`config.mk`:
```
export PLATFORM = sky130hd
export DESIGN_NAME = conv_stream_host
export DESIGN_NICKNAME = d
export VERILOG_FILES = /design/src/rtl/conv_stream_host.sv
export SDC_FILE = /design/constraint.sdc
export NUM_CORES = 1
export LEC_CHECK = 0
export ABC_CLOCK_PERIOD_IN_PS = 7600
export CORE_MARGIN = 2
export CORE_UTILIZATION = 68
export DETAILED_ROUTE_END_ITERATION = 16
export DONT_BUFFER_PORTS = 1
export PLACE_DENSITY = 0.84
export RECOVER_POWER = 100
export SYNTH_ARGS = -nofsm -noshare
export SYNTH_HDL_FRONTEND = slang
export SYNTH_SLANG_ARGS = --single-unit
```
`constraint.sdc`:
```
create_clock -name clk -period 7.6 [get_ports clk]
set_clock_uncertainty 0.2 [all_clocks]
set_input_delay 1.9 -clock clk [delete_from_list [all_inputs] [get_ports clk]]
set_output_delay 1.9 -clock clk [all_outputs]
set_load 0.02 [all_outputs]
```
`src/rtl/conv_stream_host.sv`:
```
// conv_stream_host: stream host that sits opposite a convolution engine on its x/y
// valid/ready channels. It transmits a locally buffered input vector over x and collects
// the engine results over y into a result buffer for readback. An 8-bit LFSR can throttle
// x_valid assertion and y_ready to exercise backpressure deterministically.
//
// Ports:
//   clk, reset            clock, synchronous active-high reset
//   load_we/addr/data     x buffer write port (honoured only while idle)
//   start                 begin a run (sampled only while idle)
//   throttle_en           enable LFSR gating of x_valid assertion and y_ready
//   busy, done            run in progress / one-cycle completion pulse
//   x_data/x_valid/x_ready  outbound sample stream
//   y_data/y_valid/y_ready  inbound result stream
//   rd_addr, rd_data      combinational result buffer readback
//   y_count, overflow     results captured this run / sticky extra-beat flag
module conv_stream_host #(
    parameter int unsigned T      = 8,
    parameter int unsigned SIZE_X = 16,
    parameter int unsigned SIZE_F = 4,
    localparam int unsigned NY    = SIZE_X - SIZE_F + 1,
    localparam int unsigned AW    = $clog2(SIZE_X),
    localparam int unsigned RW    = $clog2(NY)
) (
    input  logic          clk,
    input  logic          reset,
    input  logic          load_we,
    input  logic [AW-1:0] load_addr,
    input  logic [T-1:0]  load_data,
    input  logic          start,
    input  logic          throttle_en,
    output logic          busy,
    output logic          done,
    output logic [T-1:0]  x_data,
    output logic          x_valid,
    input  logic          x_ready,
    input  logic [T-1:0]  y_data,
    input  logic          y_valid,
    output logic          y_ready,
    input  logic [RW-1:0] rd_addr,
    output logic [T-1:0]  rd_data,
    output logic [RW:0]   y_count,
    output logic          overflow
);

    // x index must be able to hold SIZE_X itself (the "all sent" value).
    localparam int unsigned XIW = $clog2(SIZE_X + 1);
    localparam int unsigned CW  = RW + 1;
    localparam logic [XIW-1:0] XEnd = XIW'(SIZE_X);
    localparam logic [CW-1:0]  YEnd = CW'(NY);

    typedef enum logic [1:0] {StIdle, StRun, StDone} state_e;

    state_e           state_q, state_d;
    logic [T-1:0]     xbuf_q [SIZE_X];
    logic [T-1:0]     ybuf_q [NY];
    logic [XIW-1:0]   x_idx_q, x_idx_d;
    logic [CW-1:0]    y_count_q, y_count_d;
    logic             x_valid_q, x_valid_d;
    logic             overflow_q, overflow_d;
    logic [7:0]       lfsr_q;
    logic             x_gate, y_gate;
    logic             x_fire, y_fire, y_store;

    assign x_gate  = lfsr_q[0];
    assign y_gate  = lfsr_q[1];
    assign x_fire  = x_valid_q && x_ready;
    assign y_fire  = y_valid && y_ready;
    assign y_store = y_fire && (y_count_q < YEnd);

    // State and control registers.
    always_ff @(posedge clk) begin
        if (reset) begin
            state_q    <= StIdle;
            x_idx_q    <= '0;
            y_count_q  <= '0;
            x_valid_q  <= 1'b0;
            overflow_q <= 1'b0;
            lfsr_q     <= 8'hA5;
        end else begin
            state_q    <= state_d;
            x_idx_q    <= x_idx_d;
            y_count_q  <= y_count_d;
            x_valid_q  <= x_valid_d;
            overflow_q <= overflow_d;
            // Fibonacci, taps 8,6,5,4; free-running in every state.
            lfsr_q     <= {lfsr_q[6:0], lfsr_q[7] ^ lfsr_q[5] ^ lfsr_q[4] ^ lfsr_q[3]};
        end
    end

    // Buffers carry no reset; their contents are undefined after reset.
    always_ff @(posedge clk) begin
        if (!reset && state_q == StIdle && load_we) begin
            xbuf_q[load_addr] <= load_data;
        end
        if (!reset && y_store) begin
            ybuf_q[y_count_q[RW-1:0]] <= y_data;
        end
    end

    // Datapath next-state: indices, counters and the registered x_valid.
    always_comb begin
        x_idx_d    = x_idx_q;
        y_count_d  = y_count_q;
        overflow_d = overflow_q;
        x_valid_d  = 1'b0;
        unique case (state_q)
            StIdle: begin
                if (start) begin
                    x_idx_d    = '0;
                    y_count_d  = '0;
                    overflow_d = 1'b0;
                    x_valid_d  = !throttle_en || x_gate;
                end
            end
            StRun: begin
                if (x_fire) x_idx_d = x_idx_q + 1'b1;
                if (y_store) begin
                    y_count_d = y_count_q + 1'b1;
                end else if (y_fire) begin
                    overflow_d = 1'b1;
                end
                // A pending x beat is held until taken; the throttle only delays assertion.
                if (x_valid_q && !x_ready) begin
                    x_valid_d = 1'b1;
                end else begin
                    x_valid_d = (x_idx_d < XEnd) && (!throttle_en || x_gate);
                end
            end
            default: ;
        endcase
    end

    // FSM next-state; completion looks at counts after this cycle's transfers.
    always_comb begin
        state_d = state_q;
        unique case (state_q)
            StIdle:  if (start) state_d = StRun;
            StRun:   if (x_idx_d == XEnd && y_count_d == YEnd) state_d = StDone;
            StDone:  state_d = StIdle;
            default: state_d = StIdle;
        endcase
    end

    // Outputs.
    always_comb begin
        busy     = (state_q == StRun);
        done     = (state_q == StDone);
        y_ready  = (state_q == StRun) && (!throttle_en || y_gate);
        x_valid  = x_valid_q;
        y_count  = y_count_q;
        overflow = overflow_q;
        x_data   = '0;
        if (state_q == StRun && x_idx_q < XEnd) begin
            x_data = xbuf_q[x_idx_q[AW-1:0]];
        end
        rd_data = '0;
        if ({1'b0, rd_addr} < YEnd) begin
            rd_data = ybuf_q[rd_addr];
        end
    end

endmodule
```
After elaboration in Yosys (flattened, before gate mapping)
Memories as Yosys holds them, arrays and structs flattened. A register that Yosys moved wholly into a read port is not among the register bits.
Index checks and enable logic that the tools add are counted.
{"block": "totals", "register_bits": 22, "ramBits": 232, "inputBits": 31, "out_inout_bits": 26, "word_cells": 69, "memories": 2}
{"block": "classes", "addsub": 2, "magnitude_cmp": 4, "eq_ne": 8, "muxes": 24, "bitwise": 3, "n_reduce_logical": 20}
{"memory": "xbuf_q", "words": 16, "word_bits": 8, "rd": 1, "rd_clocked_by_memory_dff": 1, "wr": 1, "line": "54", "source": "logic [T-1:0] xbuf_q [SIZE_X];"}
{"memory": "ybuf_q", "words": 13, "word_bits": 8, "rd": 1, "rd_clocked_by_memory_dff": 0, "wr": 1, "line": "55", "source": "logic [T-1:0] ybuf_q [NY];"}
{"op": "$mux 5", "n": 5}
{"op": "$pmux 5 s2", "n": 2}
{"op": "$mux 8", "n": 2}
{"op": "$logic_and 1x1->1", "n": 11}
{"op": "$add 5x1->5 const B", "n": 2}
{"op": "$lt 5x5->1 const B", "n": 2}
{"op": "$mux 1", "n": 9}
{"op": "$eq 5x4->1 const B", "n": 1}
{"op": "$eq 5x5->1 const B", "n": 1}
{"op": "$lt 5x4->1 const B", "n": 1}
{"op": "$lt 4x4->1 const B", "n": 1}
{"op": "$mux 2", "n": 2}
{"op": "$mux 4", "n": 1}
{"op": "$ne 2x1->1 const B", "n": 2}
{"op": "$ne 2x2->1 const B", "n": 2}
{"op": "$pmux 1 s2", "n": 2}
{"op": "$pmux 2 s2", "n": 1}
{"op": "$reduce_and 4->1", "n": 1}
{"op": "$logic_not 1->1", "n": 3}
{"op": "$xor 1x1->1", "n": 3}
{"op": "$eq 2x1->1 const B", "n": 1}
{"op": "$eq 2x2->1 const B", "n": 1}
{"op": "$logic_not 2->1", "n": 1}
{"op": "$logic_or 1x1->1", "n": 2}
{"op": "other kinds (2)", "n": 2}

Depth between registers and ports, before layout
{"block": "logic_depth", "ltp_word": 11, "ltp_mapped": 8, "depth_no_buf": 7}

Worst setup path after synthesis
No wires, ideal clock.
{"block": "synth_timing", "path_type": "input to output", "start": "in rd_addr[0]", "end": "out rd_data[4]", "t_arrival_ns": 3.362, "required_time_ns": 5.500, "setup_slack_ns": 2.138, "stages": 5, "n_path_buf": 2, "cell_sequence": "buf_2 > buf_2 > mux4_2 > a221oi_1 > a31oi_1"}
{"block": "synth_via", "elab_chain_cells": 2, "word_cells_on_any_way": 3, "classes_between": "1 x order compare; 1 x mux; 1 x memory"}
{"item": "start: declaration", "line": "39", "source": "input logic [RW-1:0] rd_addr,"}
{"item": "$mem_v2 13x8 / $lt 4x4->1 (equally long branches)"}
{"item": "$mux 8 *", "line": "157", "source": "if ({1'b0, rd_addr} < YEnd) begin"}
{"item": "end: declaration", "line": "40", "source": "output logic [T-1:0] rd_data,"}
Every way passes the cells marked *; elsewhere a longest branch is shown, timed or not.

Worst setup path in the final report
{"block": "layout_timing", "start": "reg x_idx_q[0]", "end": "out x_data[1]"}
{"block": "layout_via", "elab_chain_cells": 3}
{"item": "start: declaration", "line": "56", "source": "logic [XIW-1:0] x_idx_q, x_idx_d;"}
{"item": "start signal: assignment", "line": "81", "source": "x_idx_q <= x_idx_d;"}
{"item": "$lt 5x5->1", "line": "153", "source": "if (state_q == StRun && x_idx_q < XEnd) begin"}
{"item": "$logic_and 1x1->1", "line": "153"}
{"item": "$mux 8", "line": "153"}
{"item": "end: declaration", "line": "33", "source": "output logic [T-1:0] x_data,"}
No other way between the ends.

==> reports/metrics.yaml <==
status: "finished with violations"
violations: "max-capacitance violations, max-slew violations"
area_growth_pct: 9.17
finalSetupViolations: 0
ys_seq_elements: 254
cts_resized: 0
place.gp.congestion: 0.775
yosys-top-cells-area: "edfxtp_1, mux4_2, mux4_1"
multiInputGateArea_um2: 2600
final_cell_mix: "edfxtp_1, mux4_2, nor2_1"
tightest_slew_ns: 2.69
vias: 5259
endpoint_kind: "primary output"
fin_setup_tns_ns: 0
hold_buffers: 0
path_clk_slew_ns: 0.06
finalCritPeriodShare_pct: 83.7
fin_cells: 736
synthCells: 527
synth.largest_area_cell: "edfxtp_1"
drtAntennaViolNets: 0
cp_slowest_cell: "clkbuf_1"
drc: 0
antenna_found_initial: 0
wl_met1_um: 8020
synth_nets: 563
pwr_density_cell_nw_per_um2: 262
dr_wl_met2_um: 11100
fp-row-count: 44
start_util_pct: 69.9
cts_made_buffers: 25
io_buffers: 0
drive_above_1_share_pct: 15.9
layout_commonest_cell: "edfxtp_1"
wl_per_cell_um: 29.7
setup_ws_ns: 1.24
cts_root_buffer: "clkbuf_16"
cts_htree_levels: 1
placedCellCount: 692
grt_pass1_vias: 5383
maxCapViolations: 3
yosysWarnings: 0
hold_path.class: "reg2reg"
hpwlAfterDp_um: 12200
p_leak_nw: 3.48
start_kind: "flip-flop"
cp_max_fo: 38
wl_met3_um: 1860
seq_area_frac_synth_pct: 72.6
syn_area_um2: 10200
cts_tree: "done"
cts_setup_buffers: 0
maxSlewHeadroom_pct: -79.3
grt_max_degree: 39
drt_iter0_drc: 700
antennaDiodeCount: 0
synth-edff-count: 232
synth_top_area_share_pct: 68.3
cpPeakStageDelay_ns: 1.90
netlist-cell-type-count: 49
grt_usage_pct: 27.8
nFillCells: 729
final_area_um2: 11100
grt_overflow: 0
placed_area_um2: 10300
finalHoldViolations: 0
io_pins: 57
clk_path_buf_depth: 3
power_mw: 2.92
grt_pass1_wl_um: 32700
cts.sinks: 254
async_flop_share_pct: 0
period_minus_slack_ns: 6.36
dpl_worst_slack_ns: 1.95
holdWs_ns: 0.208
fp.dieArea_um2: 16000
top_layer_used: "met4"
cp.required_ns: 5.50
drv_slew: 57
routed_wl_um: 21900
crit_type: "reg2out"
syn_area_per_cell_um2: 19.4
vdd_drop_max_mv: 0.267
nets: 571
clkLatencyLatePin_ns: 0.53
via_per_inst: 7.15
die_y_um: 127
drt-pass1-iter-count: 5
critical_path_arrival_ns: 4.26
die_w_um: 127
path_cells: "clkbuf_1, mux4_1, mux4_2, nor2b_1"
rsz0062_at_grt: "false"
core_area_um2: 14600
max_freq_mhz: 157
regArea_um2: 7410
fin_util_pct: 76.4
synth_ff_type: "edfxtp_1"
[area by class of cell]
cell class                 instances  share of cell area (%)
clock buffer                      27                    5.68
multi-input combinational        242                    23.3
inverter                           6                   0.202
clock inverter                    17                    1.99
sequential                       254                    66.5
tap                              184                    2.07
timing repair buffer               6                   0.236
[per-layer routing]
| metal | global-route usage, % | vias to the layer above |
|---|---|---|
| met5 | 0 | - |
| met4 | 11.4 | 0 |
| met3 | 5.31 | 77 |
| met2 | 44.4 | 330 |
| met1 | 38.8 | 2686 |
| li1 | - | 2166 |
[state kept, by name, summed over array words and instances (netlist names)]
| signal | count |
|---|---|
| x_valid | 1 |
| lfsr_q | 8 |
| x_idx_q | 5 |
| state_q | 2 |
| overflow | 1 |
| xbuf_q | 128 |
| ybuf_q | 104 |
| y_count | 5 |
[power breakdown]
part           leakage [nW]  internal, mW  switching, mW
clock                 0.414         0.773          0.530
combinational         0.800        0.0324         0.0415
sequential             2.27          1.53        0.00650
total                  3.48          2.34          0.578
[cells in the mapped netlist (2+ instances only)]
library cell,instances
a21oi_1,3
a221oi_1,7
a22oi_1,2
a31oi_1,8
a32oi_1,2
and2_1,11
and3_1,3
buf_12,2
buf_2,9
buf_6,3
clkbuf_1,8
dfxtp_1,22
edfxtp_1,232
ha_1,5
inv_1,5
mux2_2,3
mux2i_1,3
mux4_1,21
mux4_2,43
nand2_1,25
nand2b_1,9
nand3_1,8
nand3b_1,2
nand4_1,2
nor2_1,27
nor2b_1,19
nor3_1,8
nor3b_1,2
nor4_1,2
o211ai_1,2
o21ai_0,5
o31ai_1,2
or2_2,3
xnor2_1,3
xor2_1,2
[worst max-delay path: cells and delay by family (launching register included)]
kind | cells | cell delay [ns]
muxes | 2 | 1.28
buffers and inverters | 1 | 1.90
and+or+nand+nor | 1 | 0.22
DFF | 1 | 0.31
[kinds of logic (layout without fill, tap and decap cells)]
| family | count (synthesis) | after routing | share of synthesized area (%) |
|---|---|---|---|
| compound gates | 34 | 34 | 2.35 |
| xor+xnor | 5 | 5 | 0.429 |
| fa+ha+maj | 5 | 5 | 0.613 |
| buf+inv | 31 | 56 | 1.86 |
| flops | 254 | 254 | 72.6 |
| mux | 70 | 70 | 15.5 |
| simple gates | 128 | 128 | 6.63 |
[path summary, 6_finish.rpt]
| check | startpoint | end | slack, ns | depth (start not counted) |
|---|---|---|---|---|
| max | x_idx_q[0] | x_data[1] | 1.24 | 4 |
| max reg2reg | x_idx_q[0] | state_q[1] | 3.38 | 8 |
| min reg2reg | lfsr_q[6] | lfsr_q[7] | 0.21 | 1 |
| min | lfsr_q[6] | lfsr_q[7] | 0.21 | 1 |
Power figures use the tool's default switching activity.
